## config.mk

```make
export PLATFORM = sky130hd
export DESIGN_NAME = diad_imem_loader
export DESIGN_NICKNAME = d
export VERILOG_FILES = /design/src/rtl/diad_imem_loader_pkg.sv /design/src/rtl/diad_imem_loader_pack.sv /design/src/rtl/diad_imem_loader.sv
export SDC_FILE = /design/constraint.sdc
export NUM_CORES = 1
export LEC_CHECK = 0
export ABC_AREA = 1
export CAP_MARGIN = 20
export CELL_PAD_IN_SITES_DETAIL_PLACEMENT = 0
export CELL_PAD_IN_SITES_GLOBAL_PLACEMENT = 1
export CORE_MARGIN = 5
export CORE_UTILIZATION = 40
export DETAILED_ROUTE_END_ITERATION = 8
export PLACE_DENSITY = 0.79
export SLEW_MARGIN = 20
export SYNTH_ARGS = -nofsm -noshare
export SYNTH_HDL_FRONTEND = slang
export SYNTH_SLANG_ARGS = --single-unit
```

## constraint.sdc

```tcl
create_clock -name iw_clk -period 10.2 [get_ports iw_clk]
set_clock_uncertainty 0.15 [all_clocks]
set_input_delay 1.53 -clock iw_clk [delete_from_list [all_inputs] [get_ports iw_clk]]
set_output_delay 1.53 -clock iw_clk [all_outputs]
set_load 0.01 [all_outputs]
```

## src/rtl/diad_imem_loader_pkg.sv

```systemverilog
// Shared definitions for the instruction-memory boot loader: FSM encoding,
// byte-count helper and checksum seed.
package diad_imem_loader_pkg;

    typedef enum logic [2:0] {
        S_IDLE = 3'd0,
        S_LEN  = 3'd1,
        S_DATA = 3'd2,
        S_CSUM = 3'd3,
        S_DONE = 3'd4,
        S_ERR  = 3'd5
    } state_t;

    localparam int DEF_DATA_W = 24;
    localparam int DEF_ADDR_W = 24;

    localparam logic [7:0] CSUM_SEED = 8'h00;

    function automatic int bytes_for(input int bits);
        return (bits + 7) / 8;
    endfunction

    localparam int BPW       = bytes_for(DEF_DATA_W);
    localparam int LEN_BYTES = bytes_for(DEF_ADDR_W);

endpackage

```

## src/rtl/diad_imem_loader_pack.sv

```systemverilog
// Little-endian byte-to-word packer; word_o/last_o are combinational views of
// the word as it would look once the byte on byte_i is accepted.
module diad_imem_loader_pack #(
    parameter int NB    = 3,
    parameter int CNT_W = 2
) (
    input  logic              clk_i,
    input  logic              rst_i,
    input  logic              clear_i,
    input  logic              en_i,
    input  logic [7:0]        byte_i,
    input  logic [CNT_W-1:0]  nbytes_i,
    output logic [NB*8-1:0]   word_o,
    output logic              last_o
);

    logic [NB*8-1:0]  word_q;
    logic [CNT_W-1:0] cnt_q;

    // First byte of a word starts from zero so short words carry no stale bytes.
    always_comb begin
        word_o = (cnt_q == '0) ? '0 : word_q;
        for (int i = 0; i < NB; i++) begin
            if (cnt_q == CNT_W'(i)) begin
                word_o[i*8 +: 8] = byte_i;
            end
        end
    end

    assign last_o = en_i && (cnt_q == nbytes_i - 1'b1);

    always_ff @(posedge clk_i or posedge rst_i) begin
        if (rst_i) begin
            word_q <= '0;
            cnt_q  <= '0;
        end else if (clear_i) begin
            cnt_q  <= '0;
        end else if (en_i) begin
            word_q <= word_o;
            cnt_q  <= last_o ? '0 : cnt_q + 1'b1;
        end
    end

endmodule

```

## src/rtl/diad_imem_loader.sv

```systemverilog
// Boot-time imem loader: length header, packed payload words, optional XOR
// checksum (DIAD_IMEM_LOADER_CSUM_EN). Holds the core in reset until success.
module diad_imem_loader
    import diad_imem_loader_pkg::*;
#(
    parameter int DATA_W = 24,
    parameter int ADDR_W = 24
) (
    input  logic              iw_clk,
    input  logic              iw_rst,
    input  logic              iw_start,
    input  logic              iw_byte_valid,
    input  logic [7:0]        iw_byte_data,
    output logic              ow_byte_ready,
    output logic              or_mem_we,
    output logic [ADDR_W-1:0] or_mem_addr,
    output logic [DATA_W-1:0] or_mem_wdata,
    output logic              or_cpu_rst,
    output logic              or_busy,
    output logic              or_done,
    output logic              or_err,
    output logic [ADDR_W-1:0] or_words,
    output logic [2:0]        or_dbg_state
);

    localparam int WBYTES = bytes_for(DATA_W);
    localparam int HBYTES = bytes_for(ADDR_W);
    localparam int PACK_B = (WBYTES > HBYTES) ? WBYTES : HBYTES;
    localparam int CNT_W  = $clog2(PACK_B + 1);

`ifdef DIAD_IMEM_LOADER_CSUM_EN
    localparam state_t PAYLOAD_END = S_CSUM;
`else
    localparam state_t PAYLOAD_END = S_DONE;
`endif

    state_t            state_q, state_d;
    logic [ADDR_W-1:0] len_q, len_d;
    logic [ADDR_W-1:0] widx_q, widx_d;
    logic [ADDR_W-1:0] words_q, words_d;
    logic              we_q, we_d;
    logic [ADDR_W-1:0] addr_q, addr_d;
    logic [DATA_W-1:0] wdata_q, wdata_d;
`ifdef DIAD_IMEM_LOADER_CSUM_EN
    logic [7:0]        csum_q, csum_d;
`endif

    logic              byte_fire;
    logic              pack_en;
    logic              pack_clr;
    logic              pack_last;
    logic [CNT_W-1:0]  pack_nbytes;
    logic [PACK_B*8-1:0] pack_word;

    // Valid/ready: a byte moves on a clock edge where both are high; ready
    // depends only on the FSM state, never on valid.
    assign ow_byte_ready = (state_q == S_LEN) || (state_q == S_DATA) || (state_q == S_CSUM);
    assign byte_fire     = iw_byte_valid && ow_byte_ready;
    assign pack_en       = byte_fire && ((state_q == S_LEN) || (state_q == S_DATA));
    assign pack_nbytes   = (state_q == S_LEN) ? CNT_W'(HBYTES) : CNT_W'(WBYTES);

    diad_imem_loader_pack #(
        .NB    (PACK_B),
        .CNT_W (CNT_W)
    ) u_pack (
        .clk_i    (iw_clk),
        .rst_i    (iw_rst),
        .clear_i  (pack_clr),
        .en_i     (pack_en),
        .byte_i   (iw_byte_data),
        .nbytes_i (pack_nbytes),
        .word_o   (pack_word),
        .last_o   (pack_last)
    );

    always_comb begin
        state_d  = state_q;
        len_d    = len_q;
        widx_d   = widx_q;
        words_d  = we_q ? words_q + ADDR_W'(1) : words_q;
        we_d     = 1'b0;
        addr_d   = addr_q;
        wdata_d  = wdata_q;
        pack_clr = 1'b0;
`ifdef DIAD_IMEM_LOADER_CSUM_EN
        csum_d   = pack_en ? (csum_q ^ iw_byte_data) : csum_q;
`endif

        case (state_q)
            S_IDLE, S_DONE, S_ERR: begin
                if (iw_start) begin
                    state_d  = S_LEN;
                    len_d    = '0;
                    widx_d   = '0;
                    words_d  = '0;
                    pack_clr = 1'b1;
`ifdef DIAD_IMEM_LOADER_CSUM_EN
                    csum_d   = CSUM_SEED;
`endif
                end
            end
            S_LEN: begin
                if (pack_last) begin
                    len_d   = pack_word[ADDR_W-1:0];
                    state_d = (pack_word[ADDR_W-1:0] == '0) ? PAYLOAD_END : S_DATA;
                end
            end
            // widx counts words accepted; or_words lags it by the write cycle.
            S_DATA: begin
                if (pack_last) begin
                    we_d    = 1'b1;
                    addr_d  = widx_q;
                    wdata_d = pack_word[DATA_W-1:0];
                    widx_d  = widx_q + ADDR_W'(1);
                    if (widx_d == len_q) begin
                        state_d = PAYLOAD_END;
                    end
                end
            end
`ifdef DIAD_IMEM_LOADER_CSUM_EN
            S_CSUM: begin
                if (byte_fire) begin
                    state_d = (iw_byte_data == csum_q) ? S_DONE : S_ERR;
                end
            end
`endif
            default: state_d = S_IDLE;
        endcase
    end

    always_ff @(posedge iw_clk or posedge iw_rst) begin
        if (iw_rst) begin
            state_q <= S_IDLE;
            len_q   <= '0;
            widx_q  <= '0;
            words_q <= '0;
            we_q    <= 1'b0;
            addr_q  <= '0;
            wdata_q <= '0;
`ifdef DIAD_IMEM_LOADER_CSUM_EN
            csum_q  <= CSUM_SEED;
`endif
        end else begin
            state_q <= state_d;
            len_q   <= len_d;
            widx_q  <= widx_d;
            words_q <= words_d;
            we_q    <= we_d;
            addr_q  <= addr_d;
            wdata_q <= wdata_d;
`ifdef DIAD_IMEM_LOADER_CSUM_EN
            csum_q  <= csum_d;
`endif
        end
    end

    assign or_mem_we    = we_q;
    assign or_mem_addr  = addr_q;
    assign or_mem_wdata = wdata_q;
    assign or_words     = words_q;
    assign or_busy      = (state_q == S_LEN) || (state_q == S_DATA) || (state_q == S_CSUM);
    assign or_done      = (state_q == S_DONE);
    assign or_cpu_rst   = (state_q != S_DONE);
    assign or_dbg_state = state_q;
`ifdef DIAD_IMEM_LOADER_CSUM_EN
    assign or_err       = (state_q == S_ERR);
`else
    assign or_err       = 1'b0;
`endif

endmodule
```

==> impl_results.md, run 1 <==
* Root buf cell: clkbuf_16
* Syn Inst Count at 950
* Lkg Pwr at between 4 and 5 nW
* CP arrival at roughly 3900 ps
* Async SR Flop Fraction at 1.00
* Layout Nets at between 1000 and 1500
* Number of antenna violations at the first check in global routing at 0
* Dpl hpwl at around 14 mm
* Logic gate share of total power at 0.330
* Fmax at approximately 260 MHz
* Via count at 6461
* Setup TNS at 0 ps
* Top delay family on crit path: simple AND/OR/NAND/NOR gates
* Pint at approximately 0.0015 W
* Row count at 49
* Num ports at just over 90
* Slowest stage delay, CP at about 750 ps
* Worst reg2reg setup slack at ~7000 ps
* Worst hold path cell count at 2
* Worst Reg2Reg Path Length in Cells at 13
* Final hold violation count at 0
* Chip height at 146 um
* Slew margin rel. at 0.301
* CTS tree: done
* Synth Cell Area at 0.00738 sq mm
* Post-Syn Area per Cell at 7.77 sq um
* Sequential share of the synthesized area at 0.509
* Hold_sp: u_pack.word_q[3]$_DFFE_PP0P_
* Drt first-iter violations at roughly 440
* Core Region at 0.0181 sq mm
* Switching part of the total at 0.360
* Post-synth top area share at 0.509
* Area leader, netlist: dfrtp_1
* Clock Path Buffers at 2
* Worst Path Buf+Inv at 4
* # DRC at 0
* Initial Util at 0.408
* First-pass GRT wire length at 33.1 mm
* Most numerous cell in the Yosys netlist: nand2_1
* Crit end category: flop
* Vias/cell at 5.06
* PwrDens at 258 mW/mm^2
* Min Clock Period, post-route at about 3800 ps
* 1st-pass router iterations at 5
* Wirelength, routed at 20.0 mm
* Crit Path Category: input pin to flop
* RSZ-0062 raised after global routing: false
* Max-cap violations at 0
* Post-synth top cells: 285 x nand2_1, 150 x dfrtp_1, 124 x inv_1
* H-tree levels at 4
* Hold Path End: u_pack.word_q[3]$_DFFE_PP0P_
* Antenna cells at 0
* Total grt overflow at 0
* Final setup viols at 0
* Post-Syn Nets at just under 1000
* Clock network fraction of design power at 0.281
* Detail Route Antenna Nets at 0
* Post CTS Setup Buffer Count at 0
* Vias in the first global route at about 6300
* Resize count post-CTS at 0
* Reg clk slew, reported paths at about 60 ps
* Total CTS buffers at 17
* Yosys cell types at 34
* I/O Buffers at between 90 and 100
* DIE AREA at 0.0213 sq mm
* Total track usage at 0.193
* Hold Crit Class: flop to flop
* Die W at 146 um
* Max Fanout on Critical Path at 48
* CP cell instances: clkdlybuf4s50_1 -> nand2_1 -> buf_4 -> nor2_2 -> inv_2 -> nor2_4 -> inv_2 -> nand2_1 -> o21ai_0
* Slew Limit Fails at 0
* Final period util at 0.376
* Largest net degree at the start of global routing at ~110
* Fill cells at 1777
* Top FF cell, synth: dfrtp_1
* Top area cells in the synthesized netlist: dfrtp_1 51%, nand2_1 14%, inv_1 6.3%, o21ai_0 5.8%, nand3_1 4.5%
* Synthesized flop and latch total at 150
* Status: completed
* Post-Route Utilization at 0.501
* Max VDD drop at between 0.0001 and 0.00015 V
* Worst Path Required at about 10000 ps
* Slew @ Worst Pin at ~1000 ps
* Post-synth EDFFs at 0
* Gp weighted congestion at about 0.82
* Crit path max-delay cell type: nand2_1
* Net switching power at approximately 0.00084 W
* Share of cells above drive strength 1 at 0.0525
* Yosys warning count at 0
* Reg2reg start: or_dbg_state[2]$_DFFE_PP0P_
* Hold-fix buffers, CTS at 0
* Clock Sinks at 150
* Flop pwr share at 0.389
* Area grow syn2layout at 22.8%
* Clk_lat worst skew at ~430 ps
* Wire length per cell at roughly 16 um
* Critical path launch point type: input pin
* Worst reg2reg endpoint: widx_q[19]$_DFFE_PP0P_
-- how the worst max path moves through the flow --
| stage | from | to | slack [ps] | depth (start not counted) |
|---|---|---|---|---|
| after floorplan | iw_rst | len_q[0]$_DFFE_PP0P_ | 4480 | 1 |
| after global placement | iw_byte_valid | widx_q[19]$_DFFE_PP0P_ | 5960 | 9 |
| after detailed placement | iw_byte_valid | widx_q[20]$_DFFE_PP0P_ | 5890 | 9 |
| after CTS | iw_byte_valid | widx_q[19]$_DFFE_PP0P_ | 6350 | 9 |
| after global routing | iw_byte_valid | widx_q[0]$_DFFE_PP0P_ | 6140 | 11 |
| final | iw_byte_valid | widx_q[19]$_DFFE_PP0P_ | 6370 | 9 |
-- registers in the layout (all words and copies together) (netlist names) --
name and flops:
len_q 24, or_dbg_state 3, or_mem_addr 24, or_mem_wdata 24
or_mem_we 1, or_words 24, u_pack.cnt_q 2, u_pack.word_q 24
widx_q 24
-- power by group through the flow --
stage                     Sequential, W  Clock [W]  Combinational (W)
after floorplan                0.000923          0           0.000425
final                          0.000910   0.000656           0.000770
after global placement         0.000917          0           0.000768
after CTS                      0.000909   0.000664           0.000782
after detailed placement       0.000916          0           0.000779
after global routing           0.000935   0.000694           0.000873
-- per-stage QoR --
stage,worst slack [ps],power (W),hold WS [ps],cells,area [sq um]
after global routing,6140,0.00250,358,1277,9060
after global placement,5960,0.00169,306,1245,8460
after CTS,6350,0.00236,334,1277,9060
after floorplan,4480,0.00135,298,950,7380
after detailed placement,5890,0.00169,314,1245,8460
final,6370,0.00234,331,1277,9060
-- worst register-to-register path, cell delays in order (launching register included) --
cell and delay [ps]:
dfrtp_1 480, inv_1 90, nand2_1 110, nor2_2 280, inv_2 60, nand2_1 100
nand2_1 60, buf_4 260, nor2_2 230, inv_2 90, nor2_4 340, inv_2 70
nand2_1 750, o21ai_0 180
-- logic make-up after synthesis --
family | share of synthesized area
AND/OR/NAND/NOR | 0.261
AO/OA/AOI/OAI | 0.127
buffers and inverters | 0.0871
flip-flops | 0.509
XOR/XNOR | 0.0125
adder cells (fa/ha/maj) | 0.00339
other | 0.000508
-- cell type report --
class                      count  area (sq um)  share of cell area
clock inverter                11           148              0.0163
tap                          229           287              0.0316
inverter                     130           493              0.0544
multi-input combinational    641          2980               0.329
clock buffer                  21           460              0.0508
sequential                   150          3750               0.414
timing repair buffer          95           941               0.104
-- per-layer routing --
layer,vias to the layer above,part of all wire,routed length (um),global-route usage
li1,3247,-,-,-
met5,-,0,0,0
met3,27,0.049,979,0.0427
met2,163,0.45,9080,0.303
met4,0,0.019,386,0.0608
met1,3024,0.48,9590,0.268
-- cell usage in the layout (no fill, tap or decap), types with 2 or more instances in the layout --
cell type and instances:
nand3b_1 2, o21a_1 7, nor2_4 4, buf_4 4
a21oi_1 7, inv_2 5, clkinvlp_4 4, clkdlybuf4s50_1 91
clkinv_2 2, nand3_1 66, o22ai_1 35, xor2_1 7
nor3_1 6, nor3_2 2, inv_6 3, inv_1 123
clkbuf_1 2, nand2_1 285, nand4_1 16, o211ai_1 2
clkbuf_8 2, nor2_2 7, dfrtp_1 150, clkbuf_16 17
o21ai_1 31, nor2_1 67, ha_1 2, bufinv_16 3
o21ai_0 86
No activity file was read; power rests on OpenSTA's default activity.
==> run 2, diff against run 1 <==
Clock period 10.2 ns to 3.56 ns, I/O delays scaled along.
==> run 2 against run 1 <==
  * Power increased to 2.9 times the previous value
  * Sequential share of layout area shrank 0.55 points
  * Hold slack improved by 3.3 ps
  * Critical path type is now flop to flop
  * Largest power group unchanged
==> impl_results.md, run 2 (synthesized netlist as in run 1, its figures left out) <==
* Slew Limit Fails at 0
* Wirelength, routed at slightly above 20 mm
* Die W at 146 um
* CTS tree: done
* Share of cells above drive strength 1 at 0.0607
* Gp weighted congestion at ~0.9
* Max VDD drop at about 0.00038 V
* Crit path max-delay cell type: dfrtp_1
* Setup TNS at 0 ps
* Top delay family on crit path: simple AND/OR/NAND/NOR gates
* Worst Path Buf+Inv at 0
* Most frequent cells in the layout: 285 x nand2_1, 150 x dfrtp_1, 123 x inv_1
* Largest net degree at the start of global routing at 53
* Clock Sinks at 150
* Final hold violation count at 0
* Slew margin rel. at 0.418
* Clock Path Buffers at 2
* Antenna cells at 0
* RSZ-0062 raised after global routing: false
* Final period util at 0.753
* Reg clk slew, reported paths at ~60 ps
* Post-Route Utilization at 0.508
* Final setup viols at 0
* Area grow syn2layout at 24.5%
* Status: completed
* Crit Path Category: flop to flop
* Crit end category: flop
* Row count at 49
* I/O Buffers at a little over 90
* Dpl hpwl at 14.7 mm
* H-tree levels at 4
* Via count at between 6000 and 7000
* Vias/cell at 5.03
* Num ports at a little over 90
* Total track usage at 0.192
* Critical path launch point type: flop
* 1st-pass router iterations at 5
* Total CTS buffers at 17
* Total grt overflow at 0
* Detail Route Antenna Nets at 0
* DIE AREA at around 0.021 sq mm
* Resize count post-CTS at 0
* Initial Util at 0.408
* Root buf cell: clkbuf_16
* Chip height at around 150 um
* Hold-fix buffers, CTS at 0
* Lkg Pwr at between 4 and 5 nW
* Min Clock Period, post-route at around 2700 ps
* First-pass GRT wire length at 33.0 mm
* CP arrival at ~2800 ps
* Post CTS Setup Buffer Count at 0
* Wire length per cell at approximately 16 um
* CP cell instances: ha_1 -> nand2_1 -> nor2_4 -> nand2_1 -> nor2_1 -> nand2_1 -> nand2_1 -> nand2_1 -> nand2_1 -> nand2_1 -> nor2_1 -> nand2_1 -> nor2_1 -> nand2_1 -> nand2_1 -> nand2_1 -> nand2_1 -> nand2_1
* Hold Crit Class: flop to flop
* Core Region at approximately 0.018 sq mm
* Slowest stage delay, CP at 410 ps
* Leading cell type in the layout, fill and taps excluded: nand2_1
* PwrDens at 749 mW/mm^2
* Clk_lat worst skew at roughly 430 ps
* Worst Path Required at 3720 ps
* Max Fanout on Critical Path at 9
* Number of antenna violations at the first check in global routing at 0
* Most used cell, CP: nand2_1
* Vias in the first global route at 6232
* # DRC at 0
* Layout Nets at between 1000 and 1500
* Max-cap violations at 0
* Fmax at ~370 MHz
* Drt first-iter violations at around 420
* Slew @ Worst Pin at between 800 and 900 ps
## run 2: cell types whose count changed in the layout (fill, tap and decap cells not counted)
cell,change
bufinv_16,+2
buf_12,+1
clkbuf_8,+1
inv_6,-3
clkinv_4,+1
clkbuf_1,-2
buf_4,+6
clkinvlp_4,+1
## run 2: cell type report
class | count | area, sq um
Timing Repair Buffer | 102 | 1010
Clock buffer | 20 | 467
Inverter | 130 | 492
Fill cell | 1770 | 8900
Multi-Input combinational cell | 641 | 2980
Sequential cell | 150 | 3750
Tap cell | 229 | 287
Clock inverter | 12 | 199
## run 2: power breakdown
group	internal [W]	switching [W]	leakage, nW
clock network	0.00130	0.000724	0.314
registers	0.00221	0.000411	1.89
logic	0.000948	0.00129	2.14
## run 2: path summary, 6_finish.rpt
| check | start | endpoint | slack (ps) | depth (start not counted) |
|---|---|---|---|---|
| setup / recovery | widx_q[0]$_DFFE_PP0P_ | or_dbg_state[0]$_DFFE_PP0P_ | 880 | 18 |
| hold / removal | or_mem_addr[8]$_DFFE_PP0P_ | or_mem_addr[8]$_DFFE_PP0P_ | 330 | 2 |
| setup reg to reg | widx_q[0]$_DFFE_PP0P_ | or_dbg_state[0]$_DFFE_PP0P_ | 880 | 18 |
| hold reg to reg | or_mem_addr[8]$_DFFE_PP0P_ | or_mem_addr[8]$_DFFE_PP0P_ | 330 | 2 |
| max in group asynchronous | iw_rst | len_q[10]$_DFFE_PP0P_ | 2100 | 3 |
| min in group asynchronous | iw_rst | or_words[23]$_DFF_PP0_ | 360 | 2 |
## run 2: metrics by stage
| stage | setup WS, ps | total power (W) | hold slack (ps) | instance area [sq um] | std cells |
|---|---|---|---|---|---|
| after global routing | 670 | 0.00734 | 351 | 9190 | 1284 |
| after floorplan | 987 | 0.00386 | 298 | 7380 | 950 |
| final | 879 | 0.00688 | 335 | 9190 | 1284 |
| after detailed placement | 851 | 0.00489 | 321 | 8520 | 1252 |
| after global placement | 905 | 0.00486 | 312 | 8520 | 1252 |
| after CTS | 913 | 0.00693 | 336 | 9190 | 1284 |
## run 2: worst reg2reg max path, stage by stage, from the launching register on
cell and delay (ps):
dfrtp_1 410, ha_1 220, nand2_1 130, nor2_4 240
nand2_1 140, nor2_1 250, nand2_1 90, nand2_1 90
nand2_1 90, nand2_1 60, nand2_1 40, nor2_1 90
nand2_1 60, nor2_1 150, nand2_1 80, nand2_1 100
nand2_1 80, nand2_1 60, nand2_1 40
## run 2: per-layer routing
layer / global-route usage / up-vias / routed length (um)
met3: 0.0414 / 17 / 924
li1: - / 3253 / -
met1: 0.267 / 3037 / 9740
met2: 0.303 / 148 / 9340
met4: 0.0584 / 0 / 281
met5: 0 / - / 0
==> run 3, diff against run 2 <==
Clock period 3.56 ns to 2.8 ns, I/O delays scaled along.
==> run 3 against run 2 <==
  * Global-route usage up 0.84 points
  * Utilization up 1.0 points
  * Critical path depth unchanged
  * Design area up 2.0%
  * Power up 28%
  * Clock power up 25%
  * Fmax up 7.2%
  * Hold slack worse by 53 ps
  * Register-to-register slack worse by 580 ps
  * First-iteration DRC count up 7.6%
  * Critical endpoint unchanged
==> impl_results.md, run 3 (synthesized netlist as in run 1, its figures left out) <==
* Status: completed
* Clock Sinks at 150
* Post-route cell area at roughly 0.0094 sq mm
* Total CTS buffers at 17
* Top delay family on crit path: simple AND/OR/NAND/NOR gates
* Initial Util at 0.408
* Max-cap violations at 0
* RSZ-0062 raised after global routing: false
* Layout Nets at about 1100
* Most frequent cells in the layout: 284 x nand2_1, 150 x dfrtp_1, 123 x inv_1
* Number of antenna violations at the first check in global routing at 0
* Worst Reg2Reg Path Length in Cells at 18
* Reg clk slew, reported paths at roughly 70 ps
* Final hold violation count at 0
* Logic gate share of total power at 0.338
* Detail Route Antenna Nets at 0
* Total grt overflow at 0
* Row count at 49
* Critical path launch point type: flop
* Setup TNS at 0 ps
* Vias/cell at about 5.1
* Crit path max-delay cell type: dfrtp_1
* Via count at roughly 6600
* Slew Limit Fails at 0
* Core Region at between 0.015 and 0.02 sq mm
* Slowest stage delay, CP at 390 ps
* Switching part of the total at 0.358
* Crit Path Category: flop to flop
* Flop pwr share at 0.376
* Clk_lat worst skew at between 400 and 500 ps
* Leading cell type in the layout, fill and taps excluded: nand2_1
* Min Clock Period, post-route at ~2500 ps
* Share of cells above drive strength 1 at 0.0792
* Setup crit end: or_dbg_state[0]$_DFFE_PP0P_
* Placed Area at just under 0.009 sq mm
* Slew @ Worst Pin at ~660 ps
* 1st-pass router iterations at 7
* Clock network fraction of design power at 0.286
* Worst Path Required at 2960 ps
* Worst Path Buf+Inv at 0
* CTS tree: done
* I/O Buffers at just over 90
* Reg2reg start: widx_q[0]$_DFFE_PP0P_
* Hold Crit Class: input pin to asynchronous set/reset pin
* Max Fanout on Critical Path at 8
* Dpl hpwl at 15.1 mm
* Critical Path Start: widx_q[0]$_DFFE_PP0P_
* Final setup viols at 0
* Most used cell, CP: nand2_1
* Area grow syn2layout at 26.9%
* Worst reg2reg endpoint: or_dbg_state[0]$_DFFE_PP0P_
* Total track usage at 0.201
* Chip height at ~150 um
* Clock Path Buffers at 2
* Crit end category: flop
* Largest net degree at the start of global routing at 71
* DIE AREA at around 0.021 sq mm
* Final period util at 0.893
* Worst reg2reg setup slack at 300 ps
* Hold-fix buffers, CTS at 0
* Root buf cell: clkbuf_16
* Wirelength, routed at 20.6 mm
* Worst hold slack at 282 ps
* Gp weighted congestion at between 0.9 and 1
* Wire length per cell at between 15 and 20 um
* CP arrival at approximately 2700 ps
* Slew margin rel. at 0.557
* Num ports at between 90 and 100
* H-tree levels at 4
* Lkg Pwr at around 4.4 nW
* PwrDens at ~940 mW/mm^2
* Fmax at around 400 MHz
* Vias in the first global route at roughly 6400
* Max VDD drop at just under 0.0005 V
* First-pass GRT wire length at 34.3 mm
* Net switching power at 0.00315 W
* Drt first-iter violations at 455
* Pint at around 0.0057 W
* Crit path depth at 18
* Die W at between 100 and 150 um
* # DRC at 0
* CP cell instances: ha_1 -> nand2_1 -> nor2_4 -> nand2_1 -> nor2_2 -> nand2_1 -> nand2_1 -> nand2_1 -> nand2_1 -> nand2_1 -> nor2_1 -> nand2_1 -> nor2_1 -> nand2_1 -> nand2_1 -> nand2_1 -> nand2_1 -> nand2_1
* Antenna cells at 0
[run 3: cell types whose count changed in the layout (fill, tap and decap cells not counted), sizes merged]
cell,before,now
buf,11,29
inv,128,132
clkinvlp,5,2
bufinv,5,4
[run 3: per-stage QoR]
step | util | worst slack (ps) | power [W] | std cells
global placement | 0.480 | 345 | 0.00629 | 1267
floorplan | - | 341 | 0.00491 | 950
global route | 0.518 | 1.89 | 0.00942 | 1302
finish | 0.518 | 300 | 0.00881 | 1302
detailed placement | 0.480 | 249 | 0.00631 | 1267
CTS | 0.516 | 222 | 0.00886 | 1299
[run 3: layout make-up]
| class | count | area (sq um) |
|---|---|---|
| sequential | 150 | 3750 |
| multi-input combinational | 641 | 3000 |
| inverter | 130 | 492 |
| clock buffer | 20 | 457 |
| tap | 229 | 287 |
| fill | 1746 | 8720 |
| clock inverter | 12 | 189 |
| timing repair buffer | 120 | 1190 |
[run 3: per-layer routing]
metal | GRT usage | wire length (um)
met4 | 0.0518 | 305
met3 | 0.0433 | 1070
met1 | 0.282 | 9900
met2 | 0.317 | 9310
met5 | 0 | 0
[run 3: worst reg2reg max path, stage by stage, from the launching register on]
cell	delay, ps
dfrtp_1	390
ha_1	210
nand2_1	130
nor2_4	260
nand2_1	150
nor2_2	160
nand2_1	70
nand2_1	80
nand2_1	70
nand2_1	60
nand2_1	40
nor2_1	100
nand2_1	60
nor2_1	90
nand2_1	80
nand2_1	100
nand2_1	70
nand2_1	60
nand2_1	50
[run 3: worst min-delay path by stage]
stage	to	slack [ps]	cells past startpoint
after CTS	or_words[4]$_DFF_PP0_	280	2
after floorplan	u_pack.word_q[0]$_DFFE_PP0P_	300	2
final	or_mem_we$_DFF_PP0_	280	2
after global routing	or_words[15]$_DFF_PP0_	310	2
after global placement	or_mem_wdata[20]$_DFFE_PP0P_	310	2
after detailed placement	u_pack.word_q[3]$_DFFE_PP0P_	320	2
[run 3: repair_timing]
action / in CTS / in global routing
setup buffers: 0 / 3
endpoints found under the setup margin: 0 / 2
resized for setup: 0 / 4
[run 3: power by group through the flow]
stage               logic (W)  clock network, W  registers, W
finish                0.00298           0.00252       0.00331
global route          0.00335           0.00266       0.00341
CTS                   0.00300           0.00256       0.00330
detailed placement    0.00298                 0       0.00333
global placement      0.00296                 0       0.00333
floorplan             0.00155                 0       0.00336
